===== config.mk =====
export PLATFORM = sky130hd
export DESIGN_NAME = sprite_ram_wr_arbiter_flat
export DESIGN_NICKNAME = d
export VERILOG_FILES = /design/src/rtl/sprite_ram_wr_arbiter_if.sv /design/src/rtl/sprite_ram_wr_arbiter.sv /design/src/flat_wrapper.sv
export SDC_FILE = /design/constraint.sdc
export NUM_CORES = 1
export LEC_CHECK = 0
export BUFFER_PORTS_ARGS = -buffer_cell sky130_fd_sc_hd__buf_4
export CAP_MARGIN = 20
export CORE_MARGIN = 1
export CORE_UTILIZATION = 50
export CTS_CLUSTER_SIZE = 8
export DETAILED_ROUTE_END_ITERATION = 7
export PLACE_DENSITY_LB_ADDON = 0.3
export SYNTH_ARGS = -nofsm -noshare
export SYNTH_HDL_FRONTEND = slang
export SYNTH_SLANG_ARGS = --single-unit

===== constraint.sdc =====
create_clock -name clk -period 2.6 [get_ports clk]
set_input_delay 0 -clock clk [delete_from_list [all_inputs] [get_ports clk]]
set_output_delay 0 -clock clk [all_outputs]
set_load 0.02 [all_outputs]

===== src/rtl/sprite_ram_wr_arbiter_if.sv =====
// Bus bundle for the sprite RAM write arbiter: CPU pixel-write handshake,
// region-fill command, and the registered RAM write port.
interface sprite_ram_wr_arbiter_if #(
  parameter int ADDR_WIDTH = 11,
  parameter int DATA_WIDTH = 3
);
  // CPU single-pixel write channel
  logic                  cpu_wr;
  logic [ADDR_WIDTH-1:0] cpu_addr;
  logic [DATA_WIDTH-1:0] cpu_data;
  logic                  cpu_ready;

  // Region-fill command channel
  logic                  fill_start;
  logic [ADDR_WIDTH-1:0] fill_base;
  logic [ADDR_WIDTH:0]   fill_len;
  logic [DATA_WIDTH-1:0] fill_color;
  logic                  fill_busy;
  logic                  fill_done;

  // RAM write port (read port is owned elsewhere)
  logic                  ram_we;
  logic [ADDR_WIDTH-1:0] ram_addr_w;
  logic [DATA_WIDTH-1:0] ram_din;

  // Requester side: issues CPU writes and fill commands, observes the RAM port
  modport master (
    output cpu_wr, cpu_addr, cpu_data, fill_start, fill_base, fill_len, fill_color,
    input  cpu_ready, fill_busy, fill_done, ram_we, ram_addr_w, ram_din
  );

  // Arbiter side
  modport slave (
    input  cpu_wr, cpu_addr, cpu_data, fill_start, fill_base, fill_len, fill_color,
    output cpu_ready, fill_busy, fill_done, ram_we, ram_addr_w, ram_din
  );
endinterface


===== src/rtl/sprite_ram_wr_arbiter.sv =====
// Sprite RAM write arbiter: merges a one-deep CPU pixel-write buffer with a
// region-fill engine onto a single registered RAM write port. A buffered CPU
// write always wins; the fill simply stalls that cycle.
module sprite_ram_wr_arbiter #(
  parameter int ADDR_WIDTH = 11,
  parameter int DATA_WIDTH = 3
) (
  input  logic                    clk,
  input  logic                    reset_n,
  sprite_ram_wr_arbiter_if.slave  bus
);

  typedef enum logic {
    S_IDLE = 1'b0,
    S_FILL = 1'b1
  } state_e;

  state_e                r_state;
  state_e                w_state_next;

  // One-entry CPU holding buffer
  logic                  r_buf_valid;
  logic [ADDR_WIDTH-1:0] r_buf_addr;
  logic [DATA_WIDTH-1:0] r_buf_data;

  // Fill engine context
  logic [ADDR_WIDTH-1:0] r_fill_addr;
  logic [ADDR_WIDTH:0]   r_fill_rem;
  logic [DATA_WIDTH-1:0] r_fill_color;

  // Registered RAM port and completion pulse
  logic                  r_ram_we;
  logic [ADDR_WIDTH-1:0] r_ram_addr;
  logic [DATA_WIDTH-1:0] r_ram_din;
  logic                  r_fill_done;

  logic                  w_cpu_accept;
  logic                  w_fill_accept;
  logic                  w_grant_cpu;
  logic                  w_grant_fill;
  logic                  w_fill_last;

  // A CPU write only enters when the buffer is empty; a full buffer is always
  // granted the same cycle, so it never holds off the fill for more than one slot.
  assign w_cpu_accept  = bus.cpu_wr & ~r_buf_valid;
  assign w_fill_accept = (r_state == S_IDLE) & bus.fill_start;
  assign w_grant_cpu   = r_buf_valid;
  assign w_grant_fill  = (r_state == S_FILL) & ~r_buf_valid;
  assign w_fill_last   = w_grant_fill & (r_fill_rem == {{ADDR_WIDTH{1'b0}}, 1'b1});

  assign bus.cpu_ready  = ~r_buf_valid;
  assign bus.fill_busy  = (r_state == S_FILL);
  assign bus.fill_done  = r_fill_done;
  assign bus.ram_we     = r_ram_we;
  assign bus.ram_addr_w = r_ram_addr;
  assign bus.ram_din    = r_ram_din;

  // FSM state register
  always_ff @(posedge clk or negedge reset_n) begin
    if (!reset_n) begin
      r_state <= S_IDLE;
    end else begin
      // NOTE: sequential state is always updated with <= so every flop samples
      // pre-edge values regardless of block ordering in simulation.
      r_state <= w_state_next;
    end
  end

  // FSM next-state: zero-length fills never leave IDLE; FILL ends on the last granted step
  always_comb begin
    // NOTE: default assigned first so no path leaves w_state_next unassigned
    // (which would infer a latch).
    w_state_next = r_state;
    case (r_state)
      S_IDLE: if (bus.fill_start && (bus.fill_len != '0)) w_state_next = S_FILL;
      S_FILL: if (w_fill_last) w_state_next = S_IDLE;
      default: w_state_next = S_IDLE;
    endcase
  end

  // CPU buffer: clears in its grant cycle, loads only when empty
  always_ff @(posedge clk or negedge reset_n) begin
    if (!reset_n) begin
      // NOTE: these are a handful of control/data flops, not a memory array,
      // so resetting all of them is cheap and keeps outputs deterministic.
      r_buf_valid <= 1'b0;
      r_buf_addr  <= '0;
      r_buf_data  <= '0;
    end else if (w_grant_cpu) begin
      r_buf_valid <= 1'b0;
    end else if (w_cpu_accept) begin
      r_buf_valid <= 1'b1;
      r_buf_addr  <= bus.cpu_addr;
      r_buf_data  <= bus.cpu_data;
    end
  end

  // Fill context: latched on an accepted start, stepped on each granted fill write
  always_ff @(posedge clk or negedge reset_n) begin
    if (!reset_n) begin
      r_fill_addr  <= '0;
      r_fill_rem   <= '0;
      r_fill_color <= '0;
    end else if (w_fill_accept) begin
      r_fill_addr  <= bus.fill_base;
      r_fill_rem   <= bus.fill_len;
      r_fill_color <= bus.fill_color;
    end else if (w_grant_fill) begin
      // Address wraps naturally at 2**ADDR_WIDTH
      r_fill_addr <= r_fill_addr + 1'b1;
      r_fill_rem  <= r_fill_rem - 1'b1;
    end
  end

  // RAM port and fill_done: the grant decision is registered one cycle out
  always_ff @(posedge clk or negedge reset_n) begin
    if (!reset_n) begin
      r_ram_we    <= 1'b0;
      r_ram_addr  <= '0;
      r_ram_din   <= '0;
      r_fill_done <= 1'b0;
    end else begin
      r_ram_we    <= w_grant_cpu | w_grant_fill;
      r_fill_done <= w_fill_last | (w_fill_accept & (bus.fill_len == '0));
      if (w_grant_cpu) begin
        r_ram_addr <= r_buf_addr;
        r_ram_din  <= r_buf_data;
      end else if (w_grant_fill) begin
        r_ram_addr <= r_fill_addr;
        r_ram_din  <= r_fill_color;
      end
    end
  end

endmodule


===== src/flat_wrapper.sv =====
// flat-port wrapper written by rule: the top's interface ports become plain ports
module sprite_ram_wr_arbiter_flat 
#(
  parameter int ADDR_WIDTH = 11,
  parameter int DATA_WIDTH = 3
)
  (clk, reset_n, bus_cpu_wr, bus_cpu_addr, bus_cpu_data, bus_fill_start, bus_fill_base, bus_fill_len, bus_fill_color, bus_cpu_ready, bus_fill_busy, bus_fill_done, bus_ram_we, bus_ram_addr_w, bus_ram_din);
  sprite_ram_wr_arbiter_if #(.ADDR_WIDTH(ADDR_WIDTH), .DATA_WIDTH(DATA_WIDTH)) bus_i ();
  input  logic clk;
  input  logic reset_n;
  input wire logic [$bits(bus_i.cpu_wr)-1:0] bus_cpu_wr;
  input wire logic [$bits(bus_i.cpu_addr)-1:0] bus_cpu_addr;
  input wire logic [$bits(bus_i.cpu_data)-1:0] bus_cpu_data;
  input wire logic [$bits(bus_i.fill_start)-1:0] bus_fill_start;
  input wire logic [$bits(bus_i.fill_base)-1:0] bus_fill_base;
  input wire logic [$bits(bus_i.fill_len)-1:0] bus_fill_len;
  input wire logic [$bits(bus_i.fill_color)-1:0] bus_fill_color;
  output wire logic [$bits(bus_i.cpu_ready)-1:0] bus_cpu_ready;
  output wire logic [$bits(bus_i.fill_busy)-1:0] bus_fill_busy;
  output wire logic [$bits(bus_i.fill_done)-1:0] bus_fill_done;
  output wire logic [$bits(bus_i.ram_we)-1:0] bus_ram_we;
  output wire logic [$bits(bus_i.ram_addr_w)-1:0] bus_ram_addr_w;
  output wire logic [$bits(bus_i.ram_din)-1:0] bus_ram_din;
  assign bus_i.cpu_wr = bus_cpu_wr;
  assign bus_i.cpu_addr = bus_cpu_addr;
  assign bus_i.cpu_data = bus_cpu_data;
  assign bus_i.fill_start = bus_fill_start;
  assign bus_i.fill_base = bus_fill_base;
  assign bus_i.fill_len = bus_fill_len;
  assign bus_i.fill_color = bus_fill_color;
  assign bus_cpu_ready = bus_i.cpu_ready;
  assign bus_fill_busy = bus_i.fill_busy;
  assign bus_fill_done = bus_i.fill_done;
  assign bus_ram_we = bus_i.ram_we;
  assign bus_ram_addr_w = bus_i.ram_addr_w;
  assign bus_ram_din = bus_i.ram_din;
  sprite_ram_wr_arbiter #(.ADDR_WIDTH(ADDR_WIDTH), .DATA_WIDTH(DATA_WIDTH)) u_core (.clk(clk), .reset_n(reset_n), .bus(bus_i));
endmodule

==> metrics.md, run 1 <==
| Metric | Value |
|---|---|
| Status | `finished clean` |
| Vias in the first global route | `2158` |
| Clock Skews | `0.0110 ns` |
| Die height | `75.6 µm` |
| Final net count | `410` |
| Critical Path Source Type | `flip-flop` |
| Routability-driven placement congestion ratio | `0.818` |
| First-pass GRT wire length | `10.6 mm` |
| Worst hold stages | `3` |
| Largest net degree at the start of global routing | `59` |
| #FFs+latches synth | `58` |
| Die width | `75.6 µm` |
| Hold Path End | `u_core.r_buf_valid$_DFF_PN0_` |
| Met2 wire length | `3.11 mm` |
| CTS buffer count | `9` |
| Via density | `5.39` |
| Largest fanout on the critical path | `14` |
| EDFF count, synth | `0` |
| Final cell count without fillers | `438` |
| Mapped Avg Cell Area | `10.5 µm²` |
| Gr usage total | `0.257` |
| Area leader, netlist | `dfrtp_1` |
| Worst R2R Path Depth | `5` |
| Placed inst area | `3250 µm²` |
| Initial Utilization | `0.524` |
| CTS tree | `yes` |
| Reg-to-reg slack, setup | `0.54 ns` |
| Core ar. | `5170 µm²` |
| Clk_lat worst skew | `0.34 ns` |
| Placement row count | `26` |
| Slew Limit Fails | `0` |
| Routed wire per std cell | `15.2 µm` |
| DIE AREA | `5720 µm²` |
| Final Hold Vio Count | `0` |
| DP HPWL | `4.23 mm` |
| Share of cells above drive strength 1 | `0.277` |
| Ys flop type | `dfrtp_1` |
| Commonest non-fill, non-tap cell in the layout | `buf_4` |
| Top Layer Used | `met4` |
| RR Endpoint | `u_core.r_fill_addr[6]$_DFFE_PN0P_` |
| CTS resizes | `0` |
| Nature of the critical path endpoint | `flip-flop` |
| Arr. time, crit path | `2.26 ns` |
| # diodes | `0` |
| Initial antenna violation count | `0` |
| Part of the cycle the worst path needs | `0.793` |
| Max Clock Freq | `485 MHz` |
| Most frequent cells in the layout | `68 x buf_4, 58 x dfrtp_1, 52 x nand2_1, 41 x dlygate4sd3_1, 25 x o21ai_0` |
| Tightest Pin Transition | `0.722 ns` |
| Max_cap viols | `0` |
| Initial DRC count | `214` |
| Mapped Area | `2710 µm²` |
| M1 WL | `3.05 mm` |
| Power Density | `919 nW/µm²` |
| H-tree depth | `3` |
| FF-to-FF Start | `u_core.bus.fill_busy$_DFF_PN0_` |
| Hold Startpoint | `bus_cpu_wr` |
| Post-Route WL | `6.65 mm` |
| Clock-pin slew of the registers on the worst-case setup and hold paths | `0.07 ns` |
| Clk buf depth | `2` |
| Utilization after layout | `0.753` |
| Max_slew headroom | `0.519` |
| Synth cell types | `34` |
| WS Path Type | `flip-flop to flip-flop` |
| Pleak | `1.79 nW` |
| Root Buffer | `clkbuf_8` |
| RSZ-0062 raised after global routing | `no` |
| Design area | `3890 µm²` |
| Main area contributors after synthesis | `dfrtp_1 54%, nand2_1 7.2%, mux2_2 5.8%` |
| Area growth from synthesis to layout | `43.7%` |
| DRT Pass-1 Iters | `4` |
| # clock sinks | `58` |
| Syn Nets | `304` |
| Top-area cell type share of the netlist area | `0.536` |
| DRC Markers | `0` |
| Final Critical Period | `2.06 ns` |
| Ys Warns | `0` |
| Hold-fix buffers at CTS | `41` |
| # placed instances | `381` |
| Hold crit path type | `input pin to flip-flop` |
| I/O Pins | `62` |
| Via count | `2359` |
| Sequential cell area fraction in the yosys report | `0.536` |
| Metal3 WL | `381 µm` |
| Critical Path RT | `2.80 ns` |
| Post-CTS repair timing setup buffer count | `0` |
| FFs w/ async S/R, synth | `1.00` |
| Synth Instances | `257` |
| PortBufs | `61` |
| Total Power | `3.58 mW` |
| Remaining antenna violation count after routing | `0` |
| TNS Setup | `0 ns` |
| Endpoints failing setup | `0` |
| Grt ovf | `0` |
| Worst vdd rail ir drop | `545 µV` |
synthesized netlist by cell type (6+ instances only):
master and instances:
buf_2 7, o211ai_1 11, o311ai_0 8, o21ai_0 25, nand3_1 7, mux2_2 14, nor2_1 8, nand2_1 52
nor4_1 6, mux2i_1 14, dfrtp_1 58
logic make-up (layout without fill, tap and decap cells):
group | count (synthesis) | count (layout) | share of synthesized area
mux | 28 | 28 | 0.110
compound gates | 57 | 57 | 0.143
flops | 58 | 58 | 0.536
simple gates | 91 | 91 | 0.161
fa+ha+maj | 3 | 3 | 0.0139
xor+xnor | 3 | 3 | 0.00970
buf+inv | 17 | 128 | 0.0268
how the worst max path moves through the flow:
stage,endpoint,from,cells past startpoint
after CTS,u_core.r_fill_addr[6]$_DFFE_PN0P_,u_core.bus.fill_busy$_DFF_PN0_,5
after floorplan,u_core.r_fill_rem[4]$_DFFE_PN0P_,u_core.bus.fill_busy$_DFF_PN0_,6
after global routing,u_core.r_fill_addr[6]$_DFFE_PN0P_,u_core.bus.fill_busy$_DFF_PN0_,5
final,u_core.r_fill_addr[6]$_DFFE_PN0P_,u_core.bus.fill_busy$_DFF_PN0_,5
after detailed placement,u_core.r_fill_addr[6]$_DFFE_PN0P_,u_core.bus.fill_busy$_DFF_PN0_,5
after global placement,u_core.r_fill_addr[6]$_DFFE_PN0P_,u_core.bus.fill_busy$_DFF_PN0_,5
sequential cells by signal, summed over array words and instances, names as in the netlist:
register               count
u_core.bus.ram_addr_w     11
u_core.bus.fill_busy       1
u_core.r_fill_color        3
u_core.r_fill_addr        11
u_core.r_buf_data          3
u_core.bus.fill_done       1
u_core.bus.ram_we          1
u_core.bus.ram_din         3
u_core.r_buf_addr         11
u_core.r_fill_rem         12
u_core.r_buf_valid         1
layer usage:
layer,global-route usage,up-vias
li1,-,1148
met1,0.351,1124
met2,0.396,77
met3,0.0675,10
met4,0.0988,0
met5,0,-
where the power goes:
group          switching, mW  total, mW  internal, mW  leakage (nW)
Combinational          0.553       1.09         0.535         0.960
Clock                  0.360      0.977         0.616         0.119
Sequential             0.306       1.51          1.21         0.708
layout make-up:
class	instances	area [µm²]
well taps	70	87.6
clock inverters	4	72.6
multi-input cells	182	1180
inverters	3	11.3
clock buffers	12	165
repair buffers	109	921
flip-flops and latches	58	1450
fillers	366	1280
stage by stage:
stage                     hold WS [ns]  setup slack (ns)
after floorplan                 -0.296              1.01
after global placement           0.106             0.717
after detailed placement        0.0997             0.557
after CTS                        0.128             0.565
after global routing             0.161             0.354
final                            0.144             0.539
critical path, cell delays in order, from the launching register on:
cell	delay, ns
dfrtp_1	0.54
buf_4	0.30
nor2b_1	0.51
nand2_1	0.22
o211ai_1	0.20
o311ai_0	0.15
Power figures use the tool's default switching activity.
==> run 2, diff against run 1 <==
--- a/config.mk
+++ b/config.mk
@@ -8,7 +8,7 @@
 export BUFFER_PORTS_ARGS = -buffer_cell sky130_fd_sc_hd__buf_4
 export CAP_MARGIN = 20
 export CORE_MARGIN = 1
-export CORE_UTILIZATION = 50
+export CORE_UTILIZATION = 48
 export CTS_CLUSTER_SIZE = 8
 export DETAILED_ROUTE_END_ITERATION = 7
 export PLACE_DENSITY_LB_ADDON = 0.3
==> constraint.sdc (replaced) <==
create_clock -name clk -period 1.7 [get_ports clk]
set_input_delay 0 -clock clk [delete_from_list [all_inputs] [get_ports clk]]
set_output_delay 0 -clock clk [all_outputs]
set_load 0.02 [all_outputs]
==> metrics.md, run 2 (same netlist as run 1, synthesis figures left out) <==
| Metric | Value |
|---|---|
| Buffers & Inverters on Critical Path | `0` |
| Commonest non-fill, non-tap cell in the layout | `buf_4` |
| Area growth from synthesis to layout | `44.3%` |
| CTS tree | `yes` |
| Final Hold Vio Count | `0` |
| Die height | `77.1 µm` |
| Worst hold stages | `3` |
| WS Path Type | `flip-flop to flip-flop` |
| Initial Utilization | `0.514` |
| Filler cells | `397` |
| M1 WL | `3.13 mm` |
| Final Critical Period | `1.64 ns` |
| FF-to-FF Start | `u_core.r_buf_valid$_DFF_PN0_` |
| Slew Limit Fails | `0` |
| Via count | `2446` |
| Setup crit end | `u_core.r_fill_rem[8]$_DFFE_PN0P_` |
| Largest register FFs | `12` |
| Worst path top cell family by delay | `simple AND/OR/NAND/NOR gates` |
| Status | `finished clean` |
| Placed inst area | `3300 µm²` |
| Clk buf depth | `2` |
| Max Clock Freq | `611 MHz` |
| PortBufs | `61` |
| DRC Markers | `0` |
| CTS buffer count | `9` |
| Most frequent cells in the layout | `74 x buf_4, 58 x dfrtp_1, 52 x nand2_1, 41 x dlygate4sd3_1, 25 x o21ai_0` |
| DIE AREA | `5950 µm²` |
| Max incr delay on CP | `0.43 ns` |
| Via density | `5.51` |
| # diodes | `0` |
| Clk_lat worst skew | `0.34 ns` |
| Reg-to-reg slack, setup | `0.06 ns` |
| I/O Pins | `62` |
| Grt ovf | `0` |
| Worst vdd rail ir drop | `962 µV` |
| Initial DRC count | `251` |
| Power Density | `1360 nW/µm²` |
| Share of cells above drive strength 1 | `0.286` |
| Gr usage total | `0.254` |
| Tightest Pin Transition | `0.728 ns` |
| DRT Pass-1 Iters | `5` |
| Die width | `77.1 µm` |
| Core ar. | `5270 µm²` |
| Nature of the critical path endpoint | `flip-flop` |
| Initial antenna violation count | `0` |
| Top Layer Used | `met4` |
| DP HPWL | `4.47 mm` |
| Clock Skews | `0.00911 ns` |
| Critical Path Source Type | `flip-flop` |
| Hold crit path type | `input pin to flip-flop` |
| Part of the cycle the worst path needs | `0.962` |
| Final net count | `417` |
| Remaining antenna violation count after routing | `0` |
| Metal3 WL | `428 µm` |
| Largest net degree at the start of global routing | `59` |
| H-tree depth | `3` |
| RR Endpoint | `u_core.r_fill_rem[8]$_DFFE_PN0P_` |
| Largest fanout on the critical path | `7` |
| First-pass GRT wire length | `11.5 mm` |
| Max_cap viols | `0` |
| Routed wire per std cell | `15.5 µm` |
| Clock-pin slew of the registers on the worst-case setup and hold paths | `0.07 ns` |
| Critical Path RT | `1.90 ns` |
| CP Launch Point | `u_core.r_buf_valid$_DFF_PN0_` |
| Post-Route WL | `6.89 mm` |
| Slowest CP cell | `dfrtp_1` |
| Max_slew headroom | `0.515` |
| # clock sinks | `58` |
| Worst R2R Path Depth | `4` |
| Met2 wire length | `3.19 mm` |
| Largest reg by FF count | `u_core.r_fill_rem` |
| Vias in the first global route | `2409` |
| Placement row count | `26` |
| Crit path cell chain | `nor4b_4 -> nand2_1 -> o311ai_1 -> o211ai_1` |
| RSZ-0062 raised after global routing | `yes` |
| CP Depth | `4` |
| Routability-driven placement congestion ratio | `0.840` |
| Root Buffer | `clkbuf_8` |
| Total Power | `5.32 mW` |
| Pleak | `1.80 nW` |
| Endpoints failing setup | `0` |
| Design area | `3910 µm²` |
| Arr. time, crit path | `1.83 ns` |
==> run 2: cell types whose count changed in the layout (fill, tap and decap cells not counted), sizes merged <==
cell / delta
clkinvlp: -1
clkinv: +1
bufinv: -1
buf: +7
==> run 2: how the worst min path moves through the flow <==
stage               startpoint                                 to  slack (ns)
CTS                 bus_cpu_wr       u_core.r_buf_valid$_DFF_PN0_        0.13
finish              bus_cpu_wr       u_core.r_buf_valid$_DFF_PN0_        0.13
detailed placement     reset_n  u_core.r_fill_addr[3]$_DFFE_PN0P_         0.1
floorplan              reset_n     u_core.bus.fill_busy$_DFF_PN0_       -0.30
global route        bus_cpu_wr       u_core.r_buf_valid$_DFF_PN0_        0.14
global placement       reset_n  u_core.r_fill_addr[4]$_DFFE_PN0P_        0.11
==> run 2: power by group <==
group	switching, mW	internal (mW)	leakage [nW]
clock	0.533	0.705	0.0962
combinational	0.924	0.889	0.998
sequential	0.428	1.85	0.708
==> run 2: through the flow <==
stage | instances | util | setup TNS, ns | worst slack (ns) | hold WS [ns]
3_3_place_gp | 388 | 0.626 | 0 | 0.147 | 0.106
4_1_cts | 444 | 0.739 | 0 | 0.104 | 0.134
3_5_place_dp | 388 | 0.626 | 0 | 0.115 | 0.0996
6_report | 444 | 0.742 | 0 | 0.0643 | 0.135
2_1_floorplan | 257 | - | 0 | 0.109 | -0.296
5_1_grt | 444 | 0.742 | -0.0489 | -0.0435 | 0.144
==> run 2: layout make-up <==
class	instances	area (µm²)	share of cell area
Inverter	3	11.3	0.00288
Multi-Input combinational cell	182	1200	0.306
Timing Repair Buffer	116	977	0.250
Sequential cell	58	1450	0.371
Tap cell	70	87.6	0.0224
Clock buffer	12	145	0.0371
Clock inverter	3	40.0	0.0102
==> run 2: worst register-to-register path: cells and delay by family, from the launching register on <==
family	cells	cell delay (ns)
DFF	1	0.43
AOI/OAI and AO/OA	2	0.51
and+or+nand+nor	2	0.57
==> run 2: per-layer routing <==
metal / vias up / GRT usage
met3: 20 / 0.0607
met4: 0 / 0.136
met5: - / 0
met1: 1153 / 0.345
met2: 103 / 0.377
li1: 1170 / -
==> run 2: timing repair <==
item / CTS / global route
endpoints found under the hold margin: 98 / 0
buffers inserted: 0 / 0
hold buffers: 41 / 0
gates resized for setup: 0 / 3
setup endpoints to repair: 0 / 4
